===== src/rtl/ysyx_23060187_wbu.sv =====
// Writeback unit: round-robin arbitration of EXU/LSU results onto the
// register-file write port, plus a per-register pending-write scoreboard
// that IDU queries for RAW hazards.
//
//  state    | meaning
//  ---------+-------------------------------------------------
//  PICK_LSU | LSU wins the next cycle in which both sources are valid
//  PICK_EXU | EXU wins the next cycle in which both sources are valid
module ysyx_23060187_wbu #(
    parameter int ADDR_WIDTH = 5,
    parameter int DATA_WIDTH = 32,
    parameter int CNT_WIDTH  = 2
) (
    input  logic                  clk,
    input  logic                  rst,
    input  logic                  iss_valid,
    input  logic [ADDR_WIDTH-1:0] iss_rd,
    output logic                  iss_ready,
    input  logic [ADDR_WIDTH-1:0] rs1,
    input  logic [ADDR_WIDTH-1:0] rs2,
    output logic                  rs1_busy,
    output logic                  rs2_busy,
    input  logic                  exu_valid,
    output logic                  exu_ready,
    input  logic [ADDR_WIDTH-1:0] exu_rd,
    input  logic [DATA_WIDTH-1:0] exu_data,
    input  logic                  lsu_valid,
    output logic                  lsu_ready,
    input  logic [ADDR_WIDTH-1:0] lsu_rd,
    input  logic [DATA_WIDTH-1:0] lsu_data,
    output logic                  rf_wen,
    output logic [ADDR_WIDTH-1:0] rf_waddr,
    output logic [DATA_WIDTH-1:0] rf_wdata
);

    localparam int NREG = 2 ** ADDR_WIDTH;
    localparam logic [CNT_WIDTH-1:0] CNT_MAX = '1;
    localparam logic [CNT_WIDTH-1:0] CNT_ONE = CNT_WIDTH'(1);

    typedef enum logic {
        PICK_LSU = 1'b0,
        PICK_EXU = 1'b1
    } pick_t;

    pick_t ptr_q, ptr_d;

    logic                  acc_valid;
    logic [ADDR_WIDTH-1:0] acc_rd;
    logic [DATA_WIDTH-1:0] acc_data;

    logic [CNT_WIDTH-1:0] cnt_q [NREG];
    logic [CNT_WIDTH-1:0] cnt_d [NREG];
    logic                 sb_inc;
    logic                 sb_dec;
    logic                 same_reg;

    // Round-robin pointer register; LSU is favoured out of reset.
    always_ff @(posedge clk) begin
        if (rst) begin
            ptr_q <= PICK_LSU;
        end else begin
            ptr_q <= ptr_d;
        end
    end

    // Grant logic: a lone valid source wins; on contention the pointer decides and then flips.
    always_comb begin
        ptr_d     = ptr_q;
        exu_ready = 1'b0;
        lsu_ready = 1'b0;
        if (!rst) begin
            if (exu_valid && lsu_valid) begin
                if (ptr_q == PICK_LSU) begin
                    lsu_ready = 1'b1;
                    ptr_d     = PICK_EXU;
                end else begin
                    exu_ready = 1'b1;
                    ptr_d     = PICK_LSU;
                end
            end else begin
                exu_ready = exu_valid;
                lsu_ready = lsu_valid;
            end
        end
    end

    assign acc_valid = exu_ready | lsu_ready;
    assign acc_rd    = lsu_ready ? lsu_rd   : exu_rd;
    assign acc_data  = lsu_ready ? lsu_data : exu_data;

    // Register the accepted result onto the RF write port; x0 results are swallowed.
    always_ff @(posedge clk) begin
        if (rst) begin
            rf_wen   <= 1'b0;
            rf_waddr <= '0;
            rf_wdata <= '0;
        end else begin
            rf_wen <= acc_valid && (acc_rd != '0);
            if (acc_valid) begin
                rf_waddr <= acc_rd;
                rf_wdata <= acc_data;
            end
        end
    end

    assign sb_inc   = iss_valid && iss_ready && (iss_rd != '0);
    assign sb_dec   = rf_wen && (rf_waddr != '0);
    assign same_reg = (iss_rd == rf_waddr);

    // Scoreboard next state; a simultaneous inc and dec on one register cancel out.
    always_comb begin
        cnt_d = cnt_q;
        if (sb_inc && !(sb_dec && same_reg)) begin
            cnt_d[iss_rd] = cnt_q[iss_rd] + CNT_ONE;
        end
        if (sb_dec && !(sb_inc && same_reg) && (cnt_q[rf_waddr] != '0)) begin
            cnt_d[rf_waddr] = cnt_q[rf_waddr] - CNT_ONE;
        end
    end

    // Scoreboard counters; all outstanding writes are forgotten on reset.
    always_ff @(posedge clk) begin
        if (rst) begin
            for (int i = 0; i < NREG; i++) begin
                cnt_q[i] <= '0;
            end
        end else begin
            cnt_q <= cnt_d;
        end
    end

    assign iss_ready = (cnt_q[iss_rd] != CNT_MAX);
    assign rs1_busy  = (rs1 != '0) && (cnt_q[rs1] != '0);
    assign rs2_busy  = (rs2 != '0) && (cnt_q[rs2] != '0);

    // A writeback for a register with nothing outstanding means the pipeline lost track.
    a_no_dec_at_zero : assert property (@(posedge clk) disable iff (rst)
        sb_dec |-> (cnt_q[rf_waddr] != '0));

endmodule


===== config.mk =====
export PLATFORM = sky130hd
export DESIGN_NAME = ysyx_23060187_wbu
export DESIGN_NICKNAME = d
export VERILOG_FILES = /design/src/rtl/ysyx_23060187_wbu.sv
export SDC_FILE = /design/constraint.sdc
export NUM_CORES = 1
export LEC_CHECK = 0
export ABC_AREA = 1
export CORE_UTILIZATION = 58
export DETAILED_ROUTE_END_ITERATION = 8
export PLACE_DENSITY = 0.88
export SLEW_MARGIN = 25
export SYNTH_ARGS = -nofsm -noshare
export SYNTH_HDL_FRONTEND = slang
export SYNTH_SLANG_ARGS = --single-unit

===== constraint.sdc =====
create_clock -name clk -period 8.65 [get_ports clk]
set_input_delay 1.73 -clock clk [delete_from_list [all_inputs] [get_ports clk]]
set_output_delay 1.73 -clock clk [all_outputs]
set_load 0.01 [all_outputs]

==> results by group, run 1 <==
Route
  – 1st-iter DRT viols: 1166
  – Drt pass-1 iters: 6
  – ANT nets after route: 0
  – Final wirelength: 28100 microns
  – Vias: 9301
  – Avg WL per Cell: 17.9 microns
  – Vias/cell: 5.92
  – DRC Markers: 0

Placed design
  – GPL Wtd Cong: 0.987
  – Port-buffer cells: 136
  – DP Area: 8930 sq um
  – Pre-CTS WS: 2.11 ns
  – Post-DP HPWL: 19800 microns

Worst setup path
  – Crit-path cells: clkdlybuf4s50_1 > buf_4 > inv_1 > nand2_1 > o22ai_1 > o21ai_0 > nand4_1 > or2_2 > ha_1 > inv_1 > clkdlybuf4s50_1
  – Reg-to-reg setup timing slack: 3.89 ns
  – Critical path type: input port to output port
  – Crit-path max cell delay: 0.55 ns
  – Required @ worst endpoint: 6.92 ns
  – CP Capture Type: output port
  – Largest fanout on the critical path: 25
  – Reg-to-Reg Start: rf_waddr[0]
  – Reg2Reg Capture Point: cnt_q[46]
  – CP Launch Type: input port
  – Worst reg-to-reg path cell count: 14
  – Worst path slowest cell: nand2_1
  – Arr. time, crit path: 4.91 ns

Hold path
  – WHS Endpoint: cnt_q[62]
  – Hold path depth: 2
  – Worst min-delay path category: register to register
  – Hold_sp: cnt_q[62]

GRT
  – Congestion Overflow GR: 0
  – Antenna violations before repair: 0
  – Vias in the first global route: 8180
  – GRT Total Usage: 0.412
  – First-pass GRT wire length: 42500 microns
  – Largest net degree at the start of global routing: 52

Pwr
  – P_leak: 4.42 nW
  – Max VDD drop: 84.9 uV
  – Pwr/cell area: 127 nW/um^2

Cells and area
  – Nets: 1489
  – Share of cells above drive strength 1: 0.0830
  – N_diodes: 0
  – Fillers: 1144
  – Layout area overhead: 20.9%
  – Post-Layout Inst Area: 9220 sq um

Synth
  – Cells after Synth: 1302
  – Synth warnings: 0
  – Ys async rst share: 0
  – Yosys top cell by area: dfxtp_1
  – Syn_nets: 1398
  – Ys flop type: dfxtp_1
  – Yosys top cell area share: 0.271
  – Share of the yosys chip area belonging to registers: 0.271
  – Mapped Area: 7620 sq um
  – Unique cell type count in the Yosys netlist: 38
  – Synth Area per Inst: 5.85 sq um
  – Dominant cells by area after synthesis: dfxtp_1 27%, nand2_1 22%, nor2_1 7.3%, nand3_1 6.9%, inv_1 5.8%
  – Number of synthesized flops with an enable pin: 0
  – #FFs+latches synth: 103

Floorplan
  – # IOs: 137
  – Die height: 117 microns
  – Number of cell rows: 41
  – Die ar.: 13600 sq um
  – Die width: 117 microns
  – Starting density of the core: 0.599
  – Core area: 12700 sq um

Clock tree
  – Clock Tree Root: clkbuf_16
  – # resized after CTS: 0
  – Number of H-tree levels: 3
  – Post-CTS setup buffers: 0
  – CTS Buf Count: 9
  – Post-CTS Hold Buffers: 0
  – Clock buffer depth: 2
  – Skew-Pair Late Insertion Delay: 0.36 ns
  – Clock Sinks: 103
  – Clock slew at reported path FFs: 0.07 ns
  – TritonCTS clock tree: built

Timing
  – Setup TNS: 0 ns
  – Final Max Slew Viols: 0
  – Fmax: 151 MHz
  – RSZ-0062 raised after global routing: no
  – Worst-Margin Slew: 1.09 ns
  – Hold Vio Cnt, Final: 0
  – Final worst-path cycle share: 0.768
  – Setup ws final: 2.01 ns
  – Final Skew: 0.00923 ns
  – Final setup violation count: 0
  – WHS: 0.448 ns
  – Min cycle time layout: 6.64 ns
  – Slew HR: 0.273

Job
  – Max_cap viols: 0

Outcome
  – Status: finished clean
## through the flow
stage | std cells | util | power, mW
2_1_floorplan | 1302 | - | 0.651
3_3_place_gp | 1554 | 0.702 | 0.774
3_5_place_dp | 1554 | 0.702 | 0.777
4_1_cts | 1570 | 0.724 | 1.17
5_1_grt | 1570 | 0.724 | 1.21
6_report | 1570 | 0.724 | 1.17
## cells in the mapped netlist (7+ instances only)
master     instances
o21ai_1           15
inv_2             33
o2111ai_1          9
a21oi_1           37
nand4_2           11
nand3_2           19
buf_6              7
nand2_1          438
nor2_1           149
dfxtp_1          103
clkbuf_1          28
nor3_1            12
o22ai_1           21
buf_2             20
inv_1            117
nand3_1          105
a31oi_1           18
o21ai_0           85
nand4_1           25
## critical path: cells and delay by family
kind	cells	cell delay (ns)
adder cells (fa/ha/maj)	1	0.19
AND/OR/NAND/NOR	3	0.97
buffers and inverters	5	1.64
AO/OA/AOI/OAI	2	0.36
## power breakdown
part / internal (mW) / switching [mW]
clock: 0.199 / 0.201
sequential: 0.493 / 0.0230
combinational: 0.105 / 0.154
## registers in the layout, indices dropped and copies added, names as in the netlist
signal,count
cnt_q,64
rf_wdata,32
rf_waddr,5
ptr_q,1
rf_wen,1
## cell families after synthesis
| group | after synthesis | synth area share |
|---|---|---|
| fa+ha+maj | 2 | 0.00328 |
| flops | 103 | 0.271 |
| compound gates | 195 | 0.143 |
| mux | 5 | 0.00657 |
| buf+inv | 214 | 0.118 |
| xor+xnor | 1 | 0.00115 |
| simple gates | 782 | 0.457 |
## layout by cell type, fill, tap and decap left out, types with 2 or more instances in the layout
cell               n
inv_1            116
nand2_1          438
o22ai_1           21
nand4_1           25
nand3_2           19
buf_4              8
mux2i_1            5
a31oi_1           18
nor3_1            12
o311ai_0           2
clkdlybuf4s50_1  135
nand3_1          105
o2111ai_1          9
o21ai_1           15
nand2_4            2
inv_2             33
or2_2              6
clkinv_4           2
clkinvlp_4         2
o31ai_1            2
a21oi_1           36
dfxtp_1          103
nor2_4             4
nor2_2             6
o21ai_0           85
nor3_4             3
o211ai_1           3
clkbuf_16          9
nor2_1           146
nand4_2           11
nor3_2             4
ha_1               2
## routing by layer
layer,vias to the layer above,wire length [microns],track usage
li1,4399,-,-
met1,4173,10600,0.506
met2,618,12700,0.668
met3,111,3560,0.121
met4,0,1220,0.181
met5,-,0,0
## layout make-up
type                    instances  area (sq um)  share of cell area
multi-input cells             985          4680               0.507
flip-flops and latches        103          2060               0.224
repair buffers                144          1420               0.154
inverters                     150           563              0.0611
clock buffers                   9           225              0.0244
well taps                     172           215              0.0234
clock inverters                 7          57.6             0.00625
## how the worst max path moves through the flow
stage | start | end | slack (ns) | cells past startpoint
finish | iss_rd[0] | iss_ready | 2.01 | 11
floorplan | iss_rd[0] | iss_ready | 3.57 | 11
CTS | iss_rd[0] | iss_ready | 2.10 | 11
detailed placement | iss_rd[0] | iss_ready | 2.11 | 11
global placement | iss_rd[0] | iss_ready | 2.18 | 11
global route | iss_rd[0] | iss_ready | 1.86 | 11
Power figures use the tool's default switching activity.
==> inputs of run 2 (changes only) <==
--- a/config.mk
+++ b/config.mk
@@ -6,9 +6,9 @@
 export NUM_CORES = 1
 export LEC_CHECK = 0
 export ABC_AREA = 1
-export CORE_UTILIZATION = 58
+export CORE_UTILIZATION = 49
 export DETAILED_ROUTE_END_ITERATION = 8
-export PLACE_DENSITY = 0.88
+export PLACE_DENSITY = 0.79
 export SLEW_MARGIN = 25
 export SYNTH_ARGS = -nofsm -noshare
 export SYNTH_HDL_FRONTEND = slang
==> constraint.sdc (replaced) <==
create_clock -name clk -period 5.5 [get_ports clk]
set_input_delay 1.1 -clock clk [delete_from_list [all_inputs] [get_ports clk]]
set_output_delay 1.1 -clock clk [all_outputs]
set_load 0.01 [all_outputs]
==> run 2 against run 1 <==
  * Clock-buffer cell count unchanged
  * Worst setup slack worse by 1.4 ns
  * First-iteration DRC count decreased by 24%
  * Clock skew about the same
  * Flip-flop and latch count stayed put
  * Combinational power increased by 62%
  * Largest power group unchanged
==> results by group, run 2 (synthesis gave the netlist of run 1 again) <==
GRT
  – First-pass GRT wire length: 44800 microns
  – GRT Total Usage: 0.362
  – Largest net degree at the start of global routing: 50
  – Vias in the first global route: 8359
  – Congestion Overflow GR: 0
  – Antenna violations before repair: 0

Route
  – Final wirelength: 28500 microns
  – Vias/cell: 5.70
  – Vias: 9125
  – Avg WL per Cell: 17.8 microns
  – ANT nets after route: 0
  – Drt pass-1 iters: 6
  – DRC Markers: 0
  – 1st-iter DRT viols: 882

Placed design
  – DP Area: 9060 sq um
  – Post-DP HPWL: 20600 microns
  – Pre-CTS WS: 0.663 ns
  – GPL Wtd Cong: 0.975
  – Port-buffer cells: 136

Timing
  – Setup ws final: 0.652 ns
  – Min cycle time layout: 4.85 ns
  – Worst-Margin Slew: 0.885 ns
  – Final Max Slew Viols: 0
  – WHS: 0.464 ns
  – Final setup violation count: 0
  – Fmax: 206 MHz
  – Slew HR: 0.410
  – RSZ-0062 raised after global routing: no
  – Hold Vio Cnt, Final: 0
  – Final Skew: 0.00943 ns
  – Setup TNS: 0 ns
  – Final worst-path cycle share: 0.882

Worst setup path
  – CP Launch Type: input port
  – Crit path top cell by count: clkdlybuf4s50_1
  – Arr. time, crit path: 3.75 ns
  – Crit-path cells: clkdlybuf4s50_1 > buf_4 > nand2_1 > o22ai_1 > o21ai_0 > nand4_1 > or2_2 > ha_1 > inv_1 > clkdlybuf4s50_1
  – Worst path slowest cell: clkdlybuf4s50_1
  – Required @ worst endpoint: 4.40 ns
  – Critical path type: input port to output port
  – Crit-path max cell delay: 0.53 ns
  – CP Capture Type: output port
  – Worst reg-to-reg path cell count: 11
  – Largest fanout on the critical path: 24

Floorplan
  – Starting density of the core: 0.501
  – Number of cell rows: 45
  – Die width: 127 microns
  – Die ar.: 16100 sq um
  – Core area: 15200 sq um
  – Die height: 127 microns
  – # IOs: 137

Hold path
  – Worst min-delay path category: register to register
  – Hold path depth: 2

Cells and area
  – Largest Register: cnt_q
  – Largest regs: cnt_q x64, rf_wdata x32, rf_waddr x5
  – Nets: 1505
  – N_diodes: 0
  – Commonest non-fill, non-tap cell in the layout: nand2_1
  – Max FFs per register: 64
  – Most frequent cells in the layout: 438 x nand2_1, 147 x nor2_1, 135 x clkdlybuf4s50_1
  – Post-Layout Inst Area: 9350 sq um
  – Share of cells above drive strength 1: 0.0926
  – Layout area overhead: 22.7%

Outcome
  – Status: finished clean

Clock tree
  – TritonCTS clock tree: built
  – Clock Tree Root: clkbuf_16
  – Clock slew at reported path FFs: 0.07 ns
  – CTS Buf Count: 9
  – Post-CTS setup buffers: 0
  – Clock buffer depth: 2
  – Number of H-tree levels: 3
  – # resized after CTS: 0
  – Clock Sinks: 103
  – Skew-Pair Late Insertion Delay: 0.37 ns
  – Post-CTS Hold Buffers: 0

Pwr
  – Post-route total power: 1.87 mW
  – Max VDD drop: 151 uV
  – Pwr/cell area: 200 nW/um^2
  – P_leak: 4.50 nW

Job
  – Max_cap viols: 0
## run 2: changes by cell type in the layout (fill, tap and decap cells not counted), sizes merged
cell      change
buf          +16
clkinv        -3
clkinvlp      -1
inv           +4
## run 2: path summary, 6_finish.rpt
path	slack, ns	startpoint	end
max	0.65	iss_rd[0]	iss_ready
min	0.46	cnt_q[62]	cnt_q[62]
max reg2reg	2.13	rf_waddr[1]	cnt_q[33]
min reg2reg	0.46	cnt_q[62]	cnt_q[62]
## run 2: final cells by class
type / count / area, sq um
clock buffer: 9 / 225
inverter: 150 / 563
clock inverter: 7 / 61.3
fill: 1492 / 5850
multi-input combinational: 985 / 4670
tap: 188 / 235
sequential: 103 / 2060
timing repair buffer: 160 / 1540
## run 2: per-stage QoR
step | cells | utilization
after global routing | 1602 | 0.615
after detailed placement | 1586 | 0.596
after floorplan | 1302 | -
after CTS | 1602 | 0.615
final | 1602 | 0.615
after global placement | 1586 | 0.596
## run 2: critical path, delay by kind of cell
kind,cells,cell delay [ns]
AND/OR/NAND/NOR,3,0.82
buffers and inverters,4,1.26
adder cells (fa/ha/maj),1,0.21
AO/OA/AOI/OAI,2,0.35
## run 2: per-layer routing
layer | up-vias | GRT usage | part of all wire
li1 | 4411 | - | -
met2 | 551 | 0.591 | 0.45
met3 | 91 | 0.0869 | 0.11
met5 | - | 0 | 0
met4 | 0 | 0.149 | 0.036
met1 | 4072 | 0.459 | 0.40
## run 2: power by group
group,internal (mW),switching [mW]
combinational,0.172,0.245
sequential,0.775,0.0306
clock,0.318,0.332
